<file path="config.mk">
export PLATFORM = sky130hd
export DESIGN_NAME = rf_exe0_reg_flat
export DESIGN_NICKNAME = d
export VERILOG_FILES = /design/src/rtl/rf_exe0_reg_pkg.sv /design/src/rtl/rf_exe0_reg_if.sv /design/src/rtl/rf_exe0_reg_fwd_sel.sv /design/src/rtl/rf_exe0_reg.sv /design/src/flat_wrapper.sv
export SDC_FILE = /design/constraint.sdc
export NUM_CORES = 1
export LEC_CHECK = 0
export BUFFER_PORTS_ARGS = -buffer_cell sky130_fd_sc_hd__clkbuf_2
export CORE_AREA = 4 4 230 232
export CTS_CLUSTER_DIAMETER = 150
export CTS_CLUSTER_SIZE = 24
export DETAILED_ROUTE_END_ITERATION = 6
export DIE_AREA = 0 0 234 236
export SETUP_SLACK_MARGIN = 0.15
export SYNTH_ARGS = -nofsm -noshare
export SYNTH_HDL_FRONTEND = slang
export SYNTH_SLANG_ARGS = --single-unit
</file>
<file path="constraint.sdc">
create_clock -name clk -period 4.05 [get_ports clk]
set_clock_uncertainty 0.2 [all_clocks]
set_input_delay 0.405 -clock clk [delete_from_list [all_inputs] [get_ports clk]]
set_output_delay 0.405 -clock clk [all_outputs]
set_load 0.05 [all_outputs]
</file>
<file path="src/rtl/rf_exe0_reg_pkg.sv">
// Shared constants and types for the rf->exe0 dual-issue pipeline register.
// The forward-source encoding names each bypass point in priority order.
package rf_exe0_reg_pkg;

  localparam int DATA_W    = 32;
  localparam int REG_IDX_W = 5;
  localparam int UOP_W     = 32;

  typedef logic [REG_IDX_W-1:0] reg_idx_t;

  typedef enum logic [2:0] {
    FWD_EX1_1 = 3'd0,
    FWD_EX1_0 = 3'd1,
    FWD_WB_1  = 3'd2,
    FWD_WB_0  = 3'd3,
    FWD_DEF   = 3'd4
  } fwd_src_e;

  // r0 is hardwired zero, so a write that names it is never a producer.
  function automatic logic fwd_hit(input logic we, input reg_idx_t rd, input reg_idx_t r);
    return we && (rd == r) && (r != '0);
  endfunction

endpackage

</file>
<file path="src/rtl/rf_exe0_reg_if.sv">
// Bundle between rf stage, result buses and exe0 for the rf_exe0_reg pipeline register.
// master drives rf/bus inputs and observes exe0 outputs; slave is the register itself.
interface rf_exe0_reg_if #(
  parameter int DATA_W = rf_exe0_reg_pkg::DATA_W,
  parameter int UOP_W  = rf_exe0_reg_pkg::UOP_W
);
  import rf_exe0_reg_pkg::*;

  logic              stall_in;
  logic              flush_in;

  logic              eu0_en_in,   eu1_en_in;
  logic [UOP_W-1:0]  eu0_uop_in,  eu1_uop_in;
  reg_idx_t          eu0_rj_in,   eu1_rj_in;
  reg_idx_t          eu0_rk_in,   eu1_rk_in;
  reg_idx_t          eu0_rd_in,   eu1_rd_in;
  logic [DATA_W-1:0] eu0_rj_data, eu1_rj_data;
  logic [DATA_W-1:0] eu0_rk_data, eu1_rk_data;

  logic              ex1_0_we,   ex1_1_we,   wb_0_we,   wb_1_we;
  reg_idx_t          ex1_0_rd,   ex1_1_rd,   wb_0_rd,   wb_1_rd;
  logic [DATA_W-1:0] ex1_0_data, ex1_1_data, wb_0_data, wb_1_data;

  logic              eu0_en_out,  eu1_en_out;
  logic [UOP_W-1:0]  eu0_uop_out, eu1_uop_out;
  reg_idx_t          eu0_rj_out,  eu1_rj_out;
  reg_idx_t          eu0_rk_out,  eu1_rk_out;
  reg_idx_t          eu0_rd_out,  eu1_rd_out;
  logic [DATA_W-1:0] eu0_src1,    eu1_src1;
  logic [DATA_W-1:0] eu0_src2,    eu1_src2;

  modport master (
    output stall_in, flush_in,
    output eu0_en_in, eu1_en_in, eu0_uop_in, eu1_uop_in,
    output eu0_rj_in, eu1_rj_in, eu0_rk_in, eu1_rk_in, eu0_rd_in, eu1_rd_in,
    output eu0_rj_data, eu1_rj_data, eu0_rk_data, eu1_rk_data,
    output ex1_0_we, ex1_1_we, wb_0_we, wb_1_we,
    output ex1_0_rd, ex1_1_rd, wb_0_rd, wb_1_rd,
    output ex1_0_data, ex1_1_data, wb_0_data, wb_1_data,
    input  eu0_en_out, eu1_en_out, eu0_uop_out, eu1_uop_out,
    input  eu0_rj_out, eu1_rj_out, eu0_rk_out, eu1_rk_out, eu0_rd_out, eu1_rd_out,
    input  eu0_src1, eu1_src1, eu0_src2, eu1_src2
  );

  modport slave (
    input  stall_in, flush_in,
    input  eu0_en_in, eu1_en_in, eu0_uop_in, eu1_uop_in,
    input  eu0_rj_in, eu1_rj_in, eu0_rk_in, eu1_rk_in, eu0_rd_in, eu1_rd_in,
    input  eu0_rj_data, eu1_rj_data, eu0_rk_data, eu1_rk_data,
    input  ex1_0_we, ex1_1_we, wb_0_we, wb_1_we,
    input  ex1_0_rd, ex1_1_rd, wb_0_rd, wb_1_rd,
    input  ex1_0_data, ex1_1_data, wb_0_data, wb_1_data,
    output eu0_en_out, eu1_en_out, eu0_uop_out, eu1_uop_out,
    output eu0_rj_out, eu1_rj_out, eu0_rk_out, eu1_rk_out, eu0_rd_out, eu1_rd_out,
    output eu0_src1, eu1_src1, eu0_src2, eu1_src2
  );

endinterface

</file>
<file path="src/rtl/rf_exe0_reg_fwd_sel.sv">
// Combinational operand resolver: picks the youngest matching result bus, else the default.
// Index 0 always resolves to zero.
module rf_exe0_reg_fwd_sel #(
  parameter int DATA_W = rf_exe0_reg_pkg::DATA_W
) (
  input  rf_exe0_reg_pkg::reg_idx_t r_i,
  input  logic [DATA_W-1:0]         def_i,
  input  logic                      ex1_0_we_i,
  input  rf_exe0_reg_pkg::reg_idx_t ex1_0_rd_i,
  input  logic [DATA_W-1:0]         ex1_0_data_i,
  input  logic                      ex1_1_we_i,
  input  rf_exe0_reg_pkg::reg_idx_t ex1_1_rd_i,
  input  logic [DATA_W-1:0]         ex1_1_data_i,
  input  logic                      wb_0_we_i,
  input  rf_exe0_reg_pkg::reg_idx_t wb_0_rd_i,
  input  logic [DATA_W-1:0]         wb_0_data_i,
  input  logic                      wb_1_we_i,
  input  rf_exe0_reg_pkg::reg_idx_t wb_1_rd_i,
  input  logic [DATA_W-1:0]         wb_1_data_i,
  output logic [DATA_W-1:0]         data_o
);
  import rf_exe0_reg_pkg::*;

  fwd_src_e sel;

  // Nearer stage first, and within a stage lane 1 is younger than lane 0.
  always_comb begin
    sel = FWD_DEF;
    if (fwd_hit(ex1_1_we_i, ex1_1_rd_i, r_i))      sel = FWD_EX1_1;
    else if (fwd_hit(ex1_0_we_i, ex1_0_rd_i, r_i)) sel = FWD_EX1_0;
    else if (fwd_hit(wb_1_we_i, wb_1_rd_i, r_i))   sel = FWD_WB_1;
    else if (fwd_hit(wb_0_we_i, wb_0_rd_i, r_i))   sel = FWD_WB_0;
  end

  always_comb begin
    data_o = '0;
    case (sel)
      FWD_EX1_1: data_o = ex1_1_data_i;
      FWD_EX1_0: data_o = ex1_0_data_i;
      FWD_WB_1:  data_o = wb_1_data_i;
      FWD_WB_0:  data_o = wb_0_data_i;
      default:   data_o = (r_i == '0) ? '0 : def_i;
    endcase
  end

endmodule

</file>
<file path="src/rtl/rf_exe0_reg.sv">
// Dual-issue rf->exe0 pipeline register with late forwarding, 1-cycle latency.
// stall_in holds the pair while operands keep snooping result buses; flush_in kills both lanes.
module rf_exe0_reg #(
  parameter int DATA_W = rf_exe0_reg_pkg::DATA_W,
  parameter int UOP_W  = rf_exe0_reg_pkg::UOP_W
) (
  input logic          clk,
  input logic          rstn,
  rf_exe0_reg_if.slave bus
);
  import rf_exe0_reg_pkg::*;

  logic [1:0]                  en_in;
  logic [1:0][UOP_W-1:0]       uop_in;
  logic [1:0][REG_IDX_W-1:0]   rj_in, rk_in, rd_in;
  logic [1:0][DATA_W-1:0]      rj_data, rk_data;

  assign en_in   = {bus.eu1_en_in,   bus.eu0_en_in};
  assign uop_in  = {bus.eu1_uop_in,  bus.eu0_uop_in};
  assign rj_in   = {bus.eu1_rj_in,   bus.eu0_rj_in};
  assign rk_in   = {bus.eu1_rk_in,   bus.eu0_rk_in};
  assign rd_in   = {bus.eu1_rd_in,   bus.eu0_rd_in};
  assign rj_data = {bus.eu1_rj_data, bus.eu0_rj_data};
  assign rk_data = {bus.eu1_rk_data, bus.eu0_rk_data};

  for (genvar l = 0; l < 2; l++) begin : g_lane
    logic              en_q;
    logic [UOP_W-1:0]  uop_q;
    reg_idx_t          rj_q, rk_q, rd_q;
    logic [DATA_W-1:0] src1_q, src2_q;
    logic [DATA_W-1:0] src1_d, src2_d;
    reg_idx_t          rj_sel, rk_sel;
    logic [DATA_W-1:0] rj_def, rk_def;

    // While held, the pair re-resolves its own indices against its own operands.
    assign rj_sel = bus.stall_in ? rj_q   : rj_in[l];
    assign rk_sel = bus.stall_in ? rk_q   : rk_in[l];
    assign rj_def = bus.stall_in ? src1_q : rj_data[l];
    assign rk_def = bus.stall_in ? src2_q : rk_data[l];

    rf_exe0_reg_fwd_sel #(.DATA_W(DATA_W)) u_fwd_rj (
      .r_i(rj_sel), .def_i(rj_def),
      .ex1_0_we_i(bus.ex1_0_we), .ex1_0_rd_i(bus.ex1_0_rd), .ex1_0_data_i(bus.ex1_0_data),
      .ex1_1_we_i(bus.ex1_1_we), .ex1_1_rd_i(bus.ex1_1_rd), .ex1_1_data_i(bus.ex1_1_data),
      .wb_0_we_i(bus.wb_0_we),   .wb_0_rd_i(bus.wb_0_rd),   .wb_0_data_i(bus.wb_0_data),
      .wb_1_we_i(bus.wb_1_we),   .wb_1_rd_i(bus.wb_1_rd),   .wb_1_data_i(bus.wb_1_data),
      .data_o(src1_d)
    );

    rf_exe0_reg_fwd_sel #(.DATA_W(DATA_W)) u_fwd_rk (
      .r_i(rk_sel), .def_i(rk_def),
      .ex1_0_we_i(bus.ex1_0_we), .ex1_0_rd_i(bus.ex1_0_rd), .ex1_0_data_i(bus.ex1_0_data),
      .ex1_1_we_i(bus.ex1_1_we), .ex1_1_rd_i(bus.ex1_1_rd), .ex1_1_data_i(bus.ex1_1_data),
      .wb_0_we_i(bus.wb_0_we),   .wb_0_rd_i(bus.wb_0_rd),   .wb_0_data_i(bus.wb_0_data),
      .wb_1_we_i(bus.wb_1_we),   .wb_1_rd_i(bus.wb_1_rd),   .wb_1_data_i(bus.wb_1_data),
      .data_o(src2_d)
    );

    always_ff @(posedge clk or negedge rstn) begin
      if (!rstn) begin
        en_q   <= 1'b0;
        uop_q  <= '0;
        rj_q   <= '0;
        rk_q   <= '0;
        rd_q   <= '0;
        src1_q <= '0;
        src2_q <= '0;
      end else if (bus.flush_in) begin
        en_q   <= 1'b0;
      end else if (bus.stall_in) begin
        src1_q <= src1_d;
        src2_q <= src2_d;
      end else begin
        en_q   <= en_in[l];
        uop_q  <= uop_in[l];
        rj_q   <= rj_in[l];
        rk_q   <= rk_in[l];
        rd_q   <= rd_in[l];
        src1_q <= src1_d;
        src2_q <= src2_d;
      end
    end
  end

  assign bus.eu0_en_out  = g_lane[0].en_q;
  assign bus.eu0_uop_out = g_lane[0].uop_q;
  assign bus.eu0_rj_out  = g_lane[0].rj_q;
  assign bus.eu0_rk_out  = g_lane[0].rk_q;
  assign bus.eu0_rd_out  = g_lane[0].rd_q;
  assign bus.eu0_src1    = g_lane[0].src1_q;
  assign bus.eu0_src2    = g_lane[0].src2_q;

  assign bus.eu1_en_out  = g_lane[1].en_q;
  assign bus.eu1_uop_out = g_lane[1].uop_q;
  assign bus.eu1_rj_out  = g_lane[1].rj_q;
  assign bus.eu1_rk_out  = g_lane[1].rk_q;
  assign bus.eu1_rd_out  = g_lane[1].rd_q;
  assign bus.eu1_src1    = g_lane[1].src1_q;
  assign bus.eu1_src2    = g_lane[1].src2_q;

endmodule

</file>
<file path="src/flat_wrapper.sv">
// flat-port wrapper written by rule: the top's interface ports become plain ports
module rf_exe0_reg_flat import rf_exe0_reg_pkg::*;
#(
  parameter int DATA_W = rf_exe0_reg_pkg::DATA_W,
  parameter int UOP_W  = rf_exe0_reg_pkg::UOP_W
)
  (clk, rstn, bus_stall_in, bus_flush_in, bus_eu0_en_in, bus_eu1_en_in, bus_eu0_uop_in, bus_eu1_uop_in, bus_eu0_rj_in, bus_eu1_rj_in, bus_eu0_rk_in, bus_eu1_rk_in, bus_eu0_rd_in, bus_eu1_rd_in, bus_eu0_rj_data, bus_eu1_rj_data, bus_eu0_rk_data, bus_eu1_rk_data, bus_ex1_0_we, bus_ex1_1_we, bus_wb_0_we, bus_wb_1_we, bus_ex1_0_rd, bus_ex1_1_rd, bus_wb_0_rd, bus_wb_1_rd, bus_ex1_0_data, bus_ex1_1_data, bus_wb_0_data, bus_wb_1_data, bus_eu0_en_out, bus_eu1_en_out, bus_eu0_uop_out, bus_eu1_uop_out, bus_eu0_rj_out, bus_eu1_rj_out, bus_eu0_rk_out, bus_eu1_rk_out, bus_eu0_rd_out, bus_eu1_rd_out, bus_eu0_src1, bus_eu1_src1, bus_eu0_src2, bus_eu1_src2);
  rf_exe0_reg_if #(.DATA_W(DATA_W), .UOP_W(UOP_W)) bus_i ();
  input logic clk;
  input logic rstn;
  input wire logic [$bits(bus_i.stall_in)-1:0] bus_stall_in;
  input wire logic [$bits(bus_i.flush_in)-1:0] bus_flush_in;
  input wire logic [$bits(bus_i.eu0_en_in)-1:0] bus_eu0_en_in;
  input wire logic [$bits(bus_i.eu1_en_in)-1:0] bus_eu1_en_in;
  input wire logic [$bits(bus_i.eu0_uop_in)-1:0] bus_eu0_uop_in;
  input wire logic [$bits(bus_i.eu1_uop_in)-1:0] bus_eu1_uop_in;
  input wire logic [$bits(bus_i.eu0_rj_in)-1:0] bus_eu0_rj_in;
  input wire logic [$bits(bus_i.eu1_rj_in)-1:0] bus_eu1_rj_in;
  input wire logic [$bits(bus_i.eu0_rk_in)-1:0] bus_eu0_rk_in;
  input wire logic [$bits(bus_i.eu1_rk_in)-1:0] bus_eu1_rk_in;
  input wire logic [$bits(bus_i.eu0_rd_in)-1:0] bus_eu0_rd_in;
  input wire logic [$bits(bus_i.eu1_rd_in)-1:0] bus_eu1_rd_in;
  input wire logic [$bits(bus_i.eu0_rj_data)-1:0] bus_eu0_rj_data;
  input wire logic [$bits(bus_i.eu1_rj_data)-1:0] bus_eu1_rj_data;
  input wire logic [$bits(bus_i.eu0_rk_data)-1:0] bus_eu0_rk_data;
  input wire logic [$bits(bus_i.eu1_rk_data)-1:0] bus_eu1_rk_data;
  input wire logic [$bits(bus_i.ex1_0_we)-1:0] bus_ex1_0_we;
  input wire logic [$bits(bus_i.ex1_1_we)-1:0] bus_ex1_1_we;
  input wire logic [$bits(bus_i.wb_0_we)-1:0] bus_wb_0_we;
  input wire logic [$bits(bus_i.wb_1_we)-1:0] bus_wb_1_we;
  input wire logic [$bits(bus_i.ex1_0_rd)-1:0] bus_ex1_0_rd;
  input wire logic [$bits(bus_i.ex1_1_rd)-1:0] bus_ex1_1_rd;
  input wire logic [$bits(bus_i.wb_0_rd)-1:0] bus_wb_0_rd;
  input wire logic [$bits(bus_i.wb_1_rd)-1:0] bus_wb_1_rd;
  input wire logic [$bits(bus_i.ex1_0_data)-1:0] bus_ex1_0_data;
  input wire logic [$bits(bus_i.ex1_1_data)-1:0] bus_ex1_1_data;
  input wire logic [$bits(bus_i.wb_0_data)-1:0] bus_wb_0_data;
  input wire logic [$bits(bus_i.wb_1_data)-1:0] bus_wb_1_data;
  output wire logic [$bits(bus_i.eu0_en_out)-1:0] bus_eu0_en_out;
  output wire logic [$bits(bus_i.eu1_en_out)-1:0] bus_eu1_en_out;
  output wire logic [$bits(bus_i.eu0_uop_out)-1:0] bus_eu0_uop_out;
  output wire logic [$bits(bus_i.eu1_uop_out)-1:0] bus_eu1_uop_out;
  output wire logic [$bits(bus_i.eu0_rj_out)-1:0] bus_eu0_rj_out;
  output wire logic [$bits(bus_i.eu1_rj_out)-1:0] bus_eu1_rj_out;
  output wire logic [$bits(bus_i.eu0_rk_out)-1:0] bus_eu0_rk_out;
  output wire logic [$bits(bus_i.eu1_rk_out)-1:0] bus_eu1_rk_out;
  output wire logic [$bits(bus_i.eu0_rd_out)-1:0] bus_eu0_rd_out;
  output wire logic [$bits(bus_i.eu1_rd_out)-1:0] bus_eu1_rd_out;
  output wire logic [$bits(bus_i.eu0_src1)-1:0] bus_eu0_src1;
  output wire logic [$bits(bus_i.eu1_src1)-1:0] bus_eu1_src1;
  output wire logic [$bits(bus_i.eu0_src2)-1:0] bus_eu0_src2;
  output wire logic [$bits(bus_i.eu1_src2)-1:0] bus_eu1_src2;
  assign bus_i.stall_in = bus_stall_in;
  assign bus_i.flush_in = bus_flush_in;
  assign bus_i.eu0_en_in = bus_eu0_en_in;
  assign bus_i.eu1_en_in = bus_eu1_en_in;
  assign bus_i.eu0_uop_in = bus_eu0_uop_in;
  assign bus_i.eu1_uop_in = bus_eu1_uop_in;
  assign bus_i.eu0_rj_in = bus_eu0_rj_in;
  assign bus_i.eu1_rj_in = bus_eu1_rj_in;
  assign bus_i.eu0_rk_in = bus_eu0_rk_in;
  assign bus_i.eu1_rk_in = bus_eu1_rk_in;
  assign bus_i.eu0_rd_in = bus_eu0_rd_in;
  assign bus_i.eu1_rd_in = bus_eu1_rd_in;
  assign bus_i.eu0_rj_data = bus_eu0_rj_data;
  assign bus_i.eu1_rj_data = bus_eu1_rj_data;
  assign bus_i.eu0_rk_data = bus_eu0_rk_data;
  assign bus_i.eu1_rk_data = bus_eu1_rk_data;
  assign bus_i.ex1_0_we = bus_ex1_0_we;
  assign bus_i.ex1_1_we = bus_ex1_1_we;
  assign bus_i.wb_0_we = bus_wb_0_we;
  assign bus_i.wb_1_we = bus_wb_1_we;
  assign bus_i.ex1_0_rd = bus_ex1_0_rd;
  assign bus_i.ex1_1_rd = bus_ex1_1_rd;
  assign bus_i.wb_0_rd = bus_wb_0_rd;
  assign bus_i.wb_1_rd = bus_wb_1_rd;
  assign bus_i.ex1_0_data = bus_ex1_0_data;
  assign bus_i.ex1_1_data = bus_ex1_1_data;
  assign bus_i.wb_0_data = bus_wb_0_data;
  assign bus_i.wb_1_data = bus_wb_1_data;
  assign bus_eu0_en_out = bus_i.eu0_en_out;
  assign bus_eu1_en_out = bus_i.eu1_en_out;
  assign bus_eu0_uop_out = bus_i.eu0_uop_out;
  assign bus_eu1_uop_out = bus_i.eu1_uop_out;
  assign bus_eu0_rj_out = bus_i.eu0_rj_out;
  assign bus_eu1_rj_out = bus_i.eu1_rj_out;
  assign bus_eu0_rk_out = bus_i.eu0_rk_out;
  assign bus_eu1_rk_out = bus_i.eu1_rk_out;
  assign bus_eu0_rd_out = bus_i.eu0_rd_out;
  assign bus_eu1_rd_out = bus_i.eu1_rd_out;
  assign bus_eu0_src1 = bus_i.eu0_src1;
  assign bus_eu1_src1 = bus_i.eu1_src1;
  assign bus_eu0_src2 = bus_i.eu0_src2;
  assign bus_eu1_src2 = bus_i.eu1_src2;
  rf_exe0_reg #(.DATA_W(DATA_W), .UOP_W(UOP_W)) u_core (.clk(clk), .rstn(rstn), .bus(bus_i));
endmodule
</file>
[After elaboration in Yosys (flattened, before gate mapping)]
Index checks and enable logic that the tools add are counted.
Cells by class
  muxes and demuxes: 36
  reductions and logical operators: 49
  equality and inequality tests: 33
  bitwise logic cells: 2
Operator list (number)
  32-bit one-hot mux with 4 select lines: 4
  32-bit two-way mux: 8
  5-bit equality test: 16
  3-bit two-way mux: 16
  1-bit logical AND: 32
  3-bit by 2-bit equality test with 1-bit output (second input constant): 8
  6-bit by 1-bit inequality test with 1-bit output (second input constant): 4
  5-bit logical NOT: 4
  5-bit two-way mux: 4
  5-bit nonzero test: 4
  3-bit by 1-bit equality test with 1-bit output (second input constant): 4
  3-bit logical NOT: 4
  2-bit AND reduction: 5
  1-bit two-way mux: 4
  2-bit by 1-bit inequality test with 1-bit output (second input constant): 1
  1-bit NOT: 2
Storage, ports and cells
  input port bits: 380
  output and inout bits: 224
  logic and storage cells: 134
  register bits: 224

[Longest topological paths before layout]
Gate-level depths: netlist (run 1).
  word-level depth: 11
  gate-level depth with buffers: 13
  gate-level depth less buffers: 7

[Cells and area by module]
A second synthesis (run 1) with hierarchy kept.
Second synthesis, totals
  cell total of the unflattened synthesis: 1405
  area, all modules: 16637.2 µm²
By module, submodules not included
  rf_exe0_reg: area an instance 10471.3 µm², seq. area each 5605.4 µm², times used 1, cells each 641
  rf_exe0_reg_fwd_sel: area an instance 1541.5 µm², seq. area each 0.0 µm², times used 4, cells each 191

[Least setup slack after synthesis (run 1)]
No wires, ideal clock.
  path type: register to register
  start point: register u_core.g_lane[1].rj_q[4], in the netlist u_core.bus.eu1_rj_out[4]
  end point: register u_core.g_lane[1].src1_q[16], in the netlist u_core.bus.eu1_src1[16]
  clock period less this slack: 3.057 ns
  setup slack: 0.993 ns
  cell stages (with the launch flop): 12
  arrival time: 2.727 ns
  setup time: 0.130 ns
  required time: 3.720 ns
  cells stage by stage: dfrtp_1 mux2i_1 o211ai_2 and3_1 clkbuf_1 and2_1 buf_2 nor4b_2 or2_1 buf_4 buf_6 o221ai_2
On the way
  longest elaborated chain between the ends: 11
Ends and longest elaborated chain
  start: declaration: RTL line rf_exe0_reg.sv:29  | reg_idx_t rj_q, rk_q, rd_q;
  start signal: assignment: RTL line rf_exe0_reg.sv:76  | rj_q <= rj_in[l];
  5-bit two-way mux *
  5-bit equality test: RTL line rf_exe0_reg_pkg.sv:21  | return we && (rd == r) && (r != '0);
  1-bit logical AND (2 in a row): RTL line rf_exe0_reg_pkg.sv:21
  3-bit two-way mux: RTL line rf_exe0_reg_fwd_sel.sv:32  | else if (fwd_hit(wb_0_we_i, wb_0_rd_i, r_i)) sel = FWD_WB_0;
  3-bit two-way mux: RTL line rf_exe0_reg_fwd_sel.sv:31  | else if (fwd_hit(wb_1_we_i, wb_1_rd_i, r_i)) sel = FWD_WB_1;
  3-bit two-way mux: RTL line rf_exe0_reg_fwd_sel.sv:30  | else if (fwd_hit(ex1_0_we_i, ex1_0_rd_i, r_i)) sel = FWD_EX1_0;
  3-bit two-way mux: RTL line rf_exe0_reg_fwd_sel.sv:29  | if (fwd_hit(ex1_1_we_i, ex1_1_rd_i, r_i)) sel = FWD_EX1_1;
  3-bit by 2-bit equality test with 1-bit output, or another cell as far along: RTL line rf_exe0_reg_fwd_sel.sv:37  | case (sel)
  6-bit by 1-bit inequality test with 1-bit output (no line)
  2-bit AND reduction (no line)
  end signal: assignment: RTL line rf_exe0_reg.sv:71  | src1_q <= src1_d;
  end signal: assignment: RTL line rf_exe0_reg.sv:79  | src1_q <= src1_d;
  end: declaration: RTL line rf_exe0_reg.sv:30  | logic [DATA_W-1:0] src1_q, src2_q;
Every way passes the cells marked *; elsewhere a longest branch is shown, timed or not.
A chain may end at the register's enable or synchronous reset.

[Worst setup path in the final report (run 1)]
  start point: input bus_eu1_rj_in[1]
  end point: register u_core.g_lane[1].src1_q[14], in the netlist u_core.bus.eu1_src1[14]
On the way
  longest elaborated chain between the ends: 11
Ends and longest elaborated chain
  start: declaration: RTL line flat_wrapper.sv:18  | input wire logic [$bits(bus_i.eu1_rj_in)-1:0] bus_eu1_rj_in;
  5-bit two-way mux *
  5-bit equality test: RTL line rf_exe0_reg_pkg.sv:21
  1-bit logical AND (2 in a row): RTL line rf_exe0_reg_pkg.sv:21
  3-bit two-way mux: RTL line rf_exe0_reg_fwd_sel.sv:32
  3-bit two-way mux: RTL line rf_exe0_reg_fwd_sel.sv:31
  3-bit two-way mux: RTL line rf_exe0_reg_fwd_sel.sv:30
  3-bit two-way mux: RTL line rf_exe0_reg_fwd_sel.sv:29
  3-bit by 2-bit equality test with 1-bit output, or another cell as far along: RTL line rf_exe0_reg_fwd_sel.sv:37
  6-bit by 1-bit inequality test with 1-bit output (no line)
  2-bit AND reduction (no line)
Marks and branches as above.

==> results of run 1 <==
area by class of cell:
type	count	area share, %
Clock buffer	13	1.580
Antenna cell	6	0.07290
Timing Repair Buffer	829	25.32
Clock inverter	4	0.2673
Inverter	100	1.823
Sequential cell	224	27.22
Multi-Input combinational cell	1059	39.59
Tap cell	680	4.131
power by group through the flow:
stage | Sequential [µW] | Combinational [µW] | Clock [µW]
2_1_floorplan | 4510 | 1180 | 0
4_1_cts | 2990 | 4180 | 1570
3_5_place_dp | 3030 | 4050 | 0
5_1_grt | 3040 | 4390 | 1660
6_report | 2990 | 4170 | 1530
3_3_place_gp | 3020 | 4020 | 0
worst paths after layout:
check,depth (start not counted),slack (ns),endpoint,from
max in group asynchronous,3,2.36,u_core.bus.eu1_rj_out[4]$_DFFE_PN0N_,rstn
min in group asynchronous,2,0.19,u_core.bus.eu0_src1[16]$_DFFE_PN0P_,rstn
hold reg to reg,1,0.32,u_core.bus.eu0_uop_out[30]$_DFFE_PN0P_,u_core.bus.eu0_uop_out[30]$_DFFE_PN0P_
hold / removal,3,0.01,u_core.bus.eu0_src1[21]$_DFFE_PN0P_,bus_ex1_0_data[21]
setup / recovery,11,0.37,u_core.bus.eu1_src1[14]$_DFFE_PN0P_,bus_eu1_rj_in[1]
setup reg to reg,9,0.39,u_core.bus.eu1_src1[14]$_DFFE_PN0P_,u_core.bus.eu1_rj_out[0]$_DFFE_PN0N_
flip-flops by register name, summed over array words and instances, names as in the netlist:
register,cells
u_core.bus.eu0_en_out,1
u_core.bus.eu0_src1,32
u_core.bus.eu1_rd_out,5
u_core.bus.eu1_src2,32
u_core.bus.eu1_src1,32
u_core.bus.eu1_uop_out,32
u_core.bus.eu0_uop_out,32
u_core.bus.eu0_rk_out,5
u_core.bus.eu0_rj_out,5
u_core.bus.eu1_rj_out,5
u_core.bus.eu1_rk_out,5
u_core.bus.eu1_en_out,1
u_core.bus.eu0_rd_out,5
u_core.bus.eu0_src2,32
per-stage QoR:
stage	util (%)	hold WS (ns)	power, µW
final	40.39	0.01317	8687
after global routing	40.38	0.004345	9087
after CTS	40.32	0.0003406	8735
after detailed placement	36.59	0.2394	7078
after global placement	36.57	0.2323	7040
after floorplan	-	-0.09059	5682
Yosys cell counts, types with 36 or more instances:
library cell and count:
a31oi_1 97, o21ai_0 51, dfrtp_1 224, clkbuf_1 65, nor2_1 104, nor3_1 68
xnor2_1 58, nand2_1 72, buf_2 47, inv_1 100, nand3_1 36, mux2_2 129
timing repair:
item / in CTS / in global routing
resized for setup: 0 / 0
hold buffers: 152 / 2
setup buffers: 0 / 0
hold endpoints to repair: 222 / 2
routing by layer:
| layer | global-route usage [%] | vias to the layer above |
|---|---|---|
| li1 | - | 7114 |
| met1 | 31.95 | 7714 |
| met2 | 45.77 | 968 |
| met3 | 6.703 | 177 |
| met4 | 9.543 | 10 |
| met5 | 0 | - |
kinds of logic after synthesis:
| kind of cell | synth area share, % |
|---|---|
| AOI/OAI and AO/OA | 22.59 |
| and+or+nand+nor | 12.20 |
| DFF | 38.00 |
| xor gates and xnor gates | 4.631 |
| buffers and inverters | 7.480 |
| muxes | 15.11 |
worst register-to-register path: stages (launching register included):
cell           delay (ns)
dfrtp_1              0.48
nor4b_1              0.52
nor2_1               0.13
or3_1                0.37
and4b_2              0.26
nor4b_4              0.41
or2_1                0.16
buf_4                0.33
o221ai_2             0.17
dlygate4sd3_1        0.57
==> impl_results.md, run 1 <==
- Top cell type's share of synthesized area: a little under two fifths
- I/O Pins: 604
- Largest net degree at the start of global routing: 92
- Area of the mapped netlist: between 10000 and 15000 µm²
- Placement Setup Slack: approximately 0.17 ns
- Sw Pwr: 4139 µW
- Worst slew pin tran: ~1.3 ns
- Clock power share: approximately 18%
- Critical path buffers and inverters: 4
- Pre-antenna DRT Iters: 7
- Post-Place Cell Area: between 15000 and 20000 µm²
- TritonCTS Sinks: approximately 220
- Crit start category: input pin
- Vias per cell: between 5 and 6
- Multi-input logic area: 8154 µm²
- Clock-pin slew on the worst setup and hold paths: 0.12 ns
- Max Cap Viol: 0
- Max-slew headroom: 15.39%
- Commonest non-fill, non-tap cell in the layout: clkbuf_2
- Ranking of synthesized cells by area: dfrtp_1, mux2_2, a31oi_1
- Met2 wire len: around 37000 µm
- Initial DRC count: approximately 1400
- Largest delay share family, worst path: buffers and inverters
- Final non-filler cell total: between 2000 and 3000
- Register area share after synthesis: about 38%
- DRC Markers: 18
- Peak supply drop: 0.4331 mV
- Status: finished, violations left
- First-pass GRT wire length: 110500 µm
- Root Buffer: clkbuf_16
- Tcrit/Tclk final: 90.93%
- Clock Path Buffers: 3
- TNS Setup: 0 ns
- WL per Instance: between 20 and 30 µm
- Net Sw Frac: a little under half
- Combinational power share: between 40% and 50%
- Power per cell area: 421.8 nW/µm²
- Failing checks: design-rule violations
- CTS tree: yes
- All-layer global routing usage: 26.56%
- Initial antenna violation count: 12
- Worst path slowest cell: dlygate4sd3_1
- Final Hold Vio Count: 0
- Routed wl met3: a little over 7000 µm
- Syn nets: 1909
- Fmax: about 270 MHz
- Wire length on met1: ~29000 µm
- Leak: ~0.0094 µW
- GRT overflow: 0
- Most frequent cells in the layout: clkbuf_2, dfrtp_1, dlygate4sd3_1, mux2_2, nor2_1
- Worst Setup End Kind: register
- DR vias: 15980
- Hold Crit Class: input pin to register
- Vias in the first global route: 16450
- Post-synth EDFFs: 0
- Most frequent CP cell: dlygate4sd3_1
- Final std cell area, no fill: around 20000 µm²
- Final Max Slew Viols: 0
- HPWL Detailed: 58530 µm
- Type of the worst setup path: input pin to register
- Dpl cells: approximately 2700
- Top layer in use: met5
- Top FF cell, synth: dfrtp_1
- Die height: between 200 and 250 µm
- Syn Area/Cell: between 9 and 10 µm²
- Number of cell rows: 83
- Setup WS post-layout: about 0.37 ns
- Crit-path max cell delay: around 0.57 ns
- CP required: ~4.3 ns
- Critical path data arrival time: just under 4 ns
- Fraction of registers with async set/reset: 100.0%
- Internal: roughly 4500 µW
- Layout area overhead: 39.60%
- Register Area: around 5600 µm²
- Clk_lat worst skew: a little over 0.5 ns
- RSZ-0062 raised after global routing: false
- Yosys warns: 0
- Die ar.: 55220 µm²
- Area of the core: about 51000 µm²
- Netlist cell types: 66
- Cells after Synth: 1529
- H-Tree Depth: 1
- Final setup fails: 0
- Total wire length: roughly 77000 µm
- Starting Density: between 20% and 30%
- Period minus WS final: between 3 and 4 ns
- Seq pwr share: between 30% and 40%
- Worst path cell trace: dlygate4sd3_1 -> clkbuf_2 -> mux2i_2 -> xnor2_1 -> nor4_1 -> and4b_2 -> nor4b_4 -> a21oi_4 -> buf_4 -> o221ai_2 -> dlygate4sd3_1
- Number of port buffers: about 600
- Antenna-violating nets left: 0
- Die W: about 230 µm
- Crit-path max FO: 19
- Area leader, netlist: dfrtp_1
- Fillcell total: just over 5000
- GPL Wtd Cong: between 0.9 and 1
- CTS Buf Count: 13
- Number of synthesized register bits: 224
- Final net count: between 2000 and 3000
- Layout cell share with drive strength beyond 1: between 40% and 50%
Note: power is estimated with default switching activity, not from simulation.
==> run 2, diff against run 1 <==
CELL_PAD_IN_SITES_DETAIL_PLACEMENT = 0   (was unset)
CELL_PAD_IN_SITES_GLOBAL_PLACEMENT = 2   (was unset)
CORE_AREA = 4 4 231 233   (was 4 4 230 232)
DIE_AREA = 0 0 235 237   (was 0 0 234 236)
PLACE_DENSITY_LB_ADDON = 0.1   (was unset)
==> impl_results.md, run 2 (synthesized netlist as in run 1, its figures left out) <==
- Tcrit/Tclk final: 91.68% (was 90.93%)
- CP required: 4.22 ns (was 4.28 ns)
- Layout area overhead: 39.96% (was 39.60%)
- Power per cell area: 420.0 nW/µm² (was 421.8 nW/µm²)
- Period minus WS final: 3.713 ns (was 3.683 ns)
- Worst Setup End Kind: register (unchanged)
- Post-CTS Repair Setup Buffers: 0 (unchanged)
- Final setup fails: 0 (unchanged)
- Die ar.: 55700 µm² (was 55220 µm²)
- Vias per cell: 5.425 (was 5.483)
- Max-slew headroom: 20.78% (was 15.39%)
- Leak: 0.009359 µW (was 0.009364 µW)
- Peak supply drop: 0.3440 mV (was 0.4331 mV)
- First-pass GRT wire length: 117300 µm (was 110500 µm)
- Root Buffer: clkbuf_16 (unchanged)
- Final Max Slew Viols: 0 (unchanged)
- H-Tree Depth: 1 (unchanged)
- Fmax: 269.3 MHz (was 271.5 MHz)
- Die W: 235 µm (was 234 µm)
- Die height: 237 µm (was 236 µm)
- GPL Wtd Cong: 0.8768 (was 0.9480)
- Number of cell rows: 83 (unchanged)
- Largest net degree at the start of global routing: 83 (was 92)
- Layout cell share with drive strength beyond 1: 40.98% (was 41.45%)
- Number of port buffers: 603 (unchanged)
- Most frequent cells in the layout: clkbuf_2, dfrtp_1, dlygate4sd3_1, mux2_2, nor2_1 (unchanged)
- Hold Slack: 0.009324 ns (was 0.01317 ns)
- I/O Pins: 604 (unchanged)
- Worst slew pin tran: 1.186 ns (was 1.264 ns)
- Final net count: 2611 (was 2607)
- Hold Crit Class: input pin to register (unchanged)
- R2R depth: 9 (unchanged)
- Final non-filler cell total: 2919 (was 2915)
- TritonCTS Sinks: 224 (unchanged)
- Clk_lat worst skew: 0.52 ns (was 0.51 ns)
- Vias in the first global route: 16440 (was 16450)
- Starting Density: 28.82% (was 28.93%)
- Critical path data arrival time: 3.88 ns (was 3.91 ns)
- HPWL Detailed: 60050 µm (was 58530 µm)
- Antenna-violating nets left: 0 (unchanged)
- Max Cap Viol: 0 (unchanged)
- Placement Setup Slack: -0.2914 ns (was 0.1674 ns)
- WL per Instance: 27.92 µm (was 26.30 µm)
- Setup WS post-layout: 0.3369 ns (was 0.3672 ns)
- RSZ-0062 raised after global routing: false (unchanged)
- Status: complete, no violations (was finished, violations left)
- CTS tree: yes (unchanged)
- HP Start: bus_eu1_rk_data[4] (was bus_ex1_0_data[21])
- Type of the worst setup path: input pin to register (unchanged)
- Clock Path Buffers: 3 (unchanged)
- Critical R2R Launch: u_core.bus.eu1_rj_out[0]$_DFFE_PN0N_ (unchanged)
- Dpl cells: 2730 (was 2738)
- FF-to-FF setup slack: 0.47 ns (was 0.39 ns)
- Initial DRC count: 1263 (was 1441)
- Worst hold path cell count: 3 (unchanged)
- Final Hold Vio Count: 0 (unchanged)
- Initial antenna violation count: 10 (was 12)
- Fillcell total: 5205 (was 5082)
- Area of the core: 51200 µm² (was 50990 µm²)
- Clock-pin slew on the worst setup and hold paths: 0.12 ns (about the same)
- GRT overflow: 0 (unchanged)
- Crit start category: input pin (unchanged)
- DR vias: 15840 (was 15980)
- Pre-antenna DRT Iters: 6 (was 7)
- DRC Markers: 0 (was 18)
- Commonest non-fill, non-tap cell in the layout: clkbuf_2 (unchanged)
- RR Endpoint: u_core.bus.eu1_src1[0]$_DFFE_PN0P_ (was u_core.bus.eu1_src1[14]$_DFFE_PN0P_)
- Crit-path max FO: 46 (was 19)
- Hold endpoint: u_core.bus.eu1_src2[4]$_DFFE_PN0P_ (was u_core.bus.eu0_src1[21]$_DFFE_PN0P_)
- All-layer global routing usage: 27.87% (was 26.56%)
- Total wire length: 81490 µm (was 76660 µm)
- CTS Buf Count: 13 (unchanged)
[run 2: cell types whose count changed in the layout (fill, tap and decap cells not counted), sizes merged]
cell,change
buf,-8
bufinv,-1
clkbuf,+1
clkinv,-1
clkinvlp,+1
dlygate4sd3,+12
[run 2: repair_timing]
action                                 CTS  global route
resized for setup                        0             1
endpoints found under the hold margin  243             0
setup endpoints to repair                0             1
hold buffers                           166             0
[run 2: power breakdown]
group	internal [µW]	switching (µW)	total [µW]
Combinational	1220	3020	4230
Sequential	2670	291	2960
Clock	603	877	1480
Total	4490	4180	8670
[run 2: worst max path at each step]
stage | from | to | slack (ns) | cells past startpoint
3_5_place_dp | bus_stall_in | u_core.bus.eu1_src2[0]$_DFFE_PN0P_ | -0.29 | 10
6_report | bus_eu1_rj_in[0] | u_core.bus.eu1_src1[0]$_DFFE_PN0P_ | 0.34 | 11
5_1_grt | bus_stall_in | u_core.bus.eu1_src2[0]$_DFFE_PN0P_ | 0.19 | 10
2_1_floorplan | u_core.bus.eu1_rj_out[4]$_DFFE_PN0N_ | u_core.bus.eu1_src1[16]$_DFFE_PN0P_ | 0.99 | 11
3_3_place_gp | bus_stall_in | u_core.bus.eu1_src2[0]$_DFFE_PN0P_ | -0.28 | 10
4_1_cts | bus_stall_in | u_core.bus.eu1_src2[0]$_DFFE_PN0P_ | 0.26 | 10
[run 2: per-stage QoR]
stage	power, µW	util, %	cell area [µm²]	TNS (ns)
after CTS	8750	40.30	20630	0
after global placement	7078	36.36	18610	-0.2789
final	8672	40.33	20650	0
after floorplan	5682	-	14750	0
after detailed placement	7100	36.36	18610	-0.3006
after global routing	9062	40.31	20640	0
[run 2: routing by layer]
metal  global-route usage (%)  vias up  share of wire, %
met1                    35.68     7892                42
met4                    6.445       10               1.9
li1                         -     7107                 -
met5                        0        -             0.069
met2                    47.93      736                49
met3                    6.499       91               7.4
[run 2: area by class of cell]
type	count	area (µm²)	share of cell area, %
multi-input combinational	1059	8163	39.53
inverter	100	375.4	1.818
clock inverter	3	27.53	0.1333
tap	680	850.8	4.120
clock buffer	14	329.1	1.594
sequential	224	5605	27.15
timing repair buffer	833	5283	25.58
antenna	6	15.01	0.07271
[run 2: worst max-delay path: stages]
cell	delay, ns
dlygate4sd3_1	0.55
clkbuf_2	0.14
nor4_1	0.46
nor2_1	0.14
or3_1	0.36
and4b_2	0.26
nor4b_4	0.34
buf_4	0.54
or2_1	0.17
buf_4	0.33
o221ai_1	0.18
==> run 3, diff against run 2 <==
ABC_AREA = 0   (was unset)
CORE_AREA = 4 4 244 246   (was 4 4 231 233)
DIE_AREA = 0 0 248 250   (was 0 0 235 237)
clock period = 3.4 ns   (was 4.05 ns; I/O delays follow)
==> impl_results.md, run 3 (synthesized netlist as in run 1, its figures left out) <==
- Crit start category: input pin (unchanged)
- Worst Setup End Kind: register (unchanged)
- Net Sw Frac: 47.60% (was 48.24%)
- Area of the core: 57370 µm² (was 51200 µm²)
- Final net count: 2731 (was 2611)
- Placement Setup Slack: -0.08741 ns (was -0.2914 ns)
- HPWL Detailed: 62850 µm (was 60050 µm)
- Commonest non-fill, non-tap cell in the layout: clkbuf_2 (unchanged)
- Final Hold Vio Count: 0 (unchanged)
- Internal: 5594 µW (was 4488 µW)
- Max-slew headroom: 44.95% (was 20.78%)
- Total wire length: 83340 µm (was 81490 µm)
- Starting Density: 25.72% (was 28.82%)
- All-layer global routing usage: 25.94% (was 27.87%)
- Die W: 248 µm (was 235 µm)
- I/O Pins: 604 (unchanged)
- DRC Markers: 0 (unchanged)
- CTS tree: yes (unchanged)
- Worst hold path cell count: 3 (unchanged)
- Clock power share: 17.1% (about the same)
- Initial DRC count: 1263 (unchanged)
- Vias in the first global route: 17050 (was 16440)
- Root Buffer: clkbuf_16 (unchanged)
- CP required: 3.60 ns (was 4.22 ns)
- GPL Wtd Cong: 0.8598 (was 0.8768)
- Peak supply drop: 0.4453 mV (was 0.3440 mV)
- Leak: 0.01002 µW (was 0.009359 µW)
- Pwr Total: 10680 µW (was 8672 µW)
- Type of the worst setup path: input pin to register (unchanged)
- Critical path data arrival time: 3.43 ns (was 3.88 ns)
- Hold Crit Class: input pin to register (unchanged)
- R2R depth: 10 (was 9)
- Setup WS post-layout: 0.1750 ns (was 0.3369 ns)
- CTS Buf Count: 13 (unchanged)
- RSZ-0062 raised after global routing: true (was false)
- Final setup fails: 0 (unchanged)
- Die ar.: 62000 µm² (was 55700 µm²)
- Die height: 250 µm (was 237 µm)
- Number of port buffers: 603 (unchanged)
- Final Max Slew Viols: 0 (unchanged)
- Initial antenna violation count: 14 (was 10)
- Max Cap Viol: 0 (unchanged)
- Met2 global-route usage: 44.60% (was 47.93%)
- Number of cell rows: 88 (was 83)
- Clock-pin slew on the worst setup and hold paths: 0.11 ns (was 0.12 ns)
- Seq pwr share: 33.2% (was 34.1%)
- Met3 GRT Util: 5.856% (was 6.499%)
- TNS Setup: 0 ns (unchanged)
- DR vias: 16110 (was 15840)
- Fmax: 310.1 MHz
- Layout cell share with drive strength beyond 1: 40.78% (was 40.98%)
- H-Tree Depth: 1 (unchanged)
- Critical R2R Launch: u_core.bus.eu0_rj_out[0]$_DFFE_PN0N_ (was u_core.bus.eu1_rj_out[0]$_DFFE_PN0N_)
- GRT overflow: 0 (unchanged)
- WL per Instance: 26.70 µm (was 27.92 µm)
- Antenna-violating nets left: 0 (unchanged)
- Pre-antenna DRT Iters: 5 (was 6)
- First-pass GRT wire length: 119400 µm (was 117300 µm)
- Status: complete, no violations (unchanged)
- Finished Core Util: 38.77% (was 40.33%)
- Largest net degree at the start of global routing: 95 (was 83)
- Period minus WS final: roughly 3.2 ns
- Critical path origin: bus_eu0_rj_in[0] (was bus_eu1_rj_in[0])
- TritonCTS Sinks: 224 (unchanged)
- Layout area overhead: 50.76% (was 39.96%)
- FF-to-FF setup slack: 0.23 ns (was 0.47 ns)
- Vias per cell: 5.161 (was 5.425)
- Grt peak-use layer: met2 (unchanged)
- Combinational power share: 49.6% (was 48.8%)
- Clk_lat worst skew: 0.53 ns (was 0.52 ns)
- Crit-path max FO: 29 (was 46)
- Met1 Usage GRT: 32.87% (was 35.68%)
- Most frequent cells in the layout: clkbuf_2, dlygate4sd3_1, dfrtp_1, mux2_2, nor2_1 (was clkbuf_2, dfrtp_1, dlygate4sd3_1, mux2_2, nor2_1)
- Tcrit/Tclk final: between 90% and 100%
- HP Start: bus_wb_0_data[4] (was bus_eu1_rk_data[4])
- Clock Path Buffers: 3 (unchanged)
- Sw Pwr: 5081 µW (was 4184 µW)
- Worst slew pin tran: 0.8258 ns (was 1.186 ns)
- Power per cell area: 480.0 nW/µm² (was 420.0 nW/µm²)
run 3: changes by cell type in the layout (fill, tap and decap cells not counted), sizes merged:
cell / change
dlygate4sd3: +80
diode: -4
clkbuf: +1
buf: +40
run 3: final cells by class:
type                       count  area, µm²
tap                          765      957.2
sequential                   224       5605
multi-input combinational   1059       8202
clock inverter                 3      25.02
inverter                     100      375.4
timing repair buffer         953       6729
clock buffer                  15      342.8
fill                        5811      35120
antenna                        2      5.005
run 3: worst max-delay path: stages:
cell and delay [ns]:
dlygate4sd3_1 0.54, clkbuf_2 0.14, mux2i_4 0.25, buf_4 0.16, xnor2_1 0.06, nor4_2 0.30, nand2_1 0.11, and3_2 0.26
buf_12 0.17, a222oi_1 0.37, a31oi_1 0.13, dlygate4sd3_1 0.57
run 3: path summary, 6_finish.rpt:
| check | end |
|---|---|
| setup / recovery | u_core.bus.eu0_src1[5]$_DFFE_PN0P_ |
| hold / removal | u_core.bus.eu1_src2[4]$_DFFE_PN0P_ |
| setup reg to reg | u_core.bus.eu0_src1[5]$_DFFE_PN0P_ |
| hold reg to reg | u_core.bus.eu1_uop_out[8]$_DFFE_PN0P_ |
| max in group asynchronous | u_core.bus.eu0_rd_out[1]$_DFFE_PN0P_ |
| min in group asynchronous | u_core.bus.eu0_src1[3]$_DFFE_PN0P_ |
run 3: what timing repair did:
item                       in CTS  in global routing
gates resized for setup         0                 10
hold endpoints to repair      296                  0
hold buffers                  246                  0
setup endpoints to repair       0                 26
setup buffers                   0                  9
run 3: power groups by stage:
| stage | registers (µW) | clock network, µW | logic, µW |
|---|---|---|---|
| after floorplan | 5370 | 0 | 1400 |
| after global placement | 3590 | 0 | 4980 |
| after detailed placement | 3600 | 0 | 4990 |
| after CTS | 3550 | 1900 | 5310 |
| after global routing | 3610 | 1980 | 5580 |
| final | 3550 | 1830 | 5300 |
run 3: per-layer routing:
| layer | vias to the layer above | wire length, µm |
|---|---|---|
| li1 | 7360 | - |
| met1 | 7937 | 34480 |
| met2 | 652 | 40480 |
| met3 | 134 | 6052 |
| met4 | 24 | 2163 |
| met5 | - | 159 |
run 3: stage by stage:
stage	hold WS, ns	area [µm²]	cells
2_1_floorplan	-0.1556	14750	1529
3_3_place_gp	0.08506	19290	2846
3_5_place_dp	0.09063	19290	2846
4_1_cts	0.003098	22120	3110
5_1_grt	0.009610	22240	3121
6_report	0.02357	22240	3121
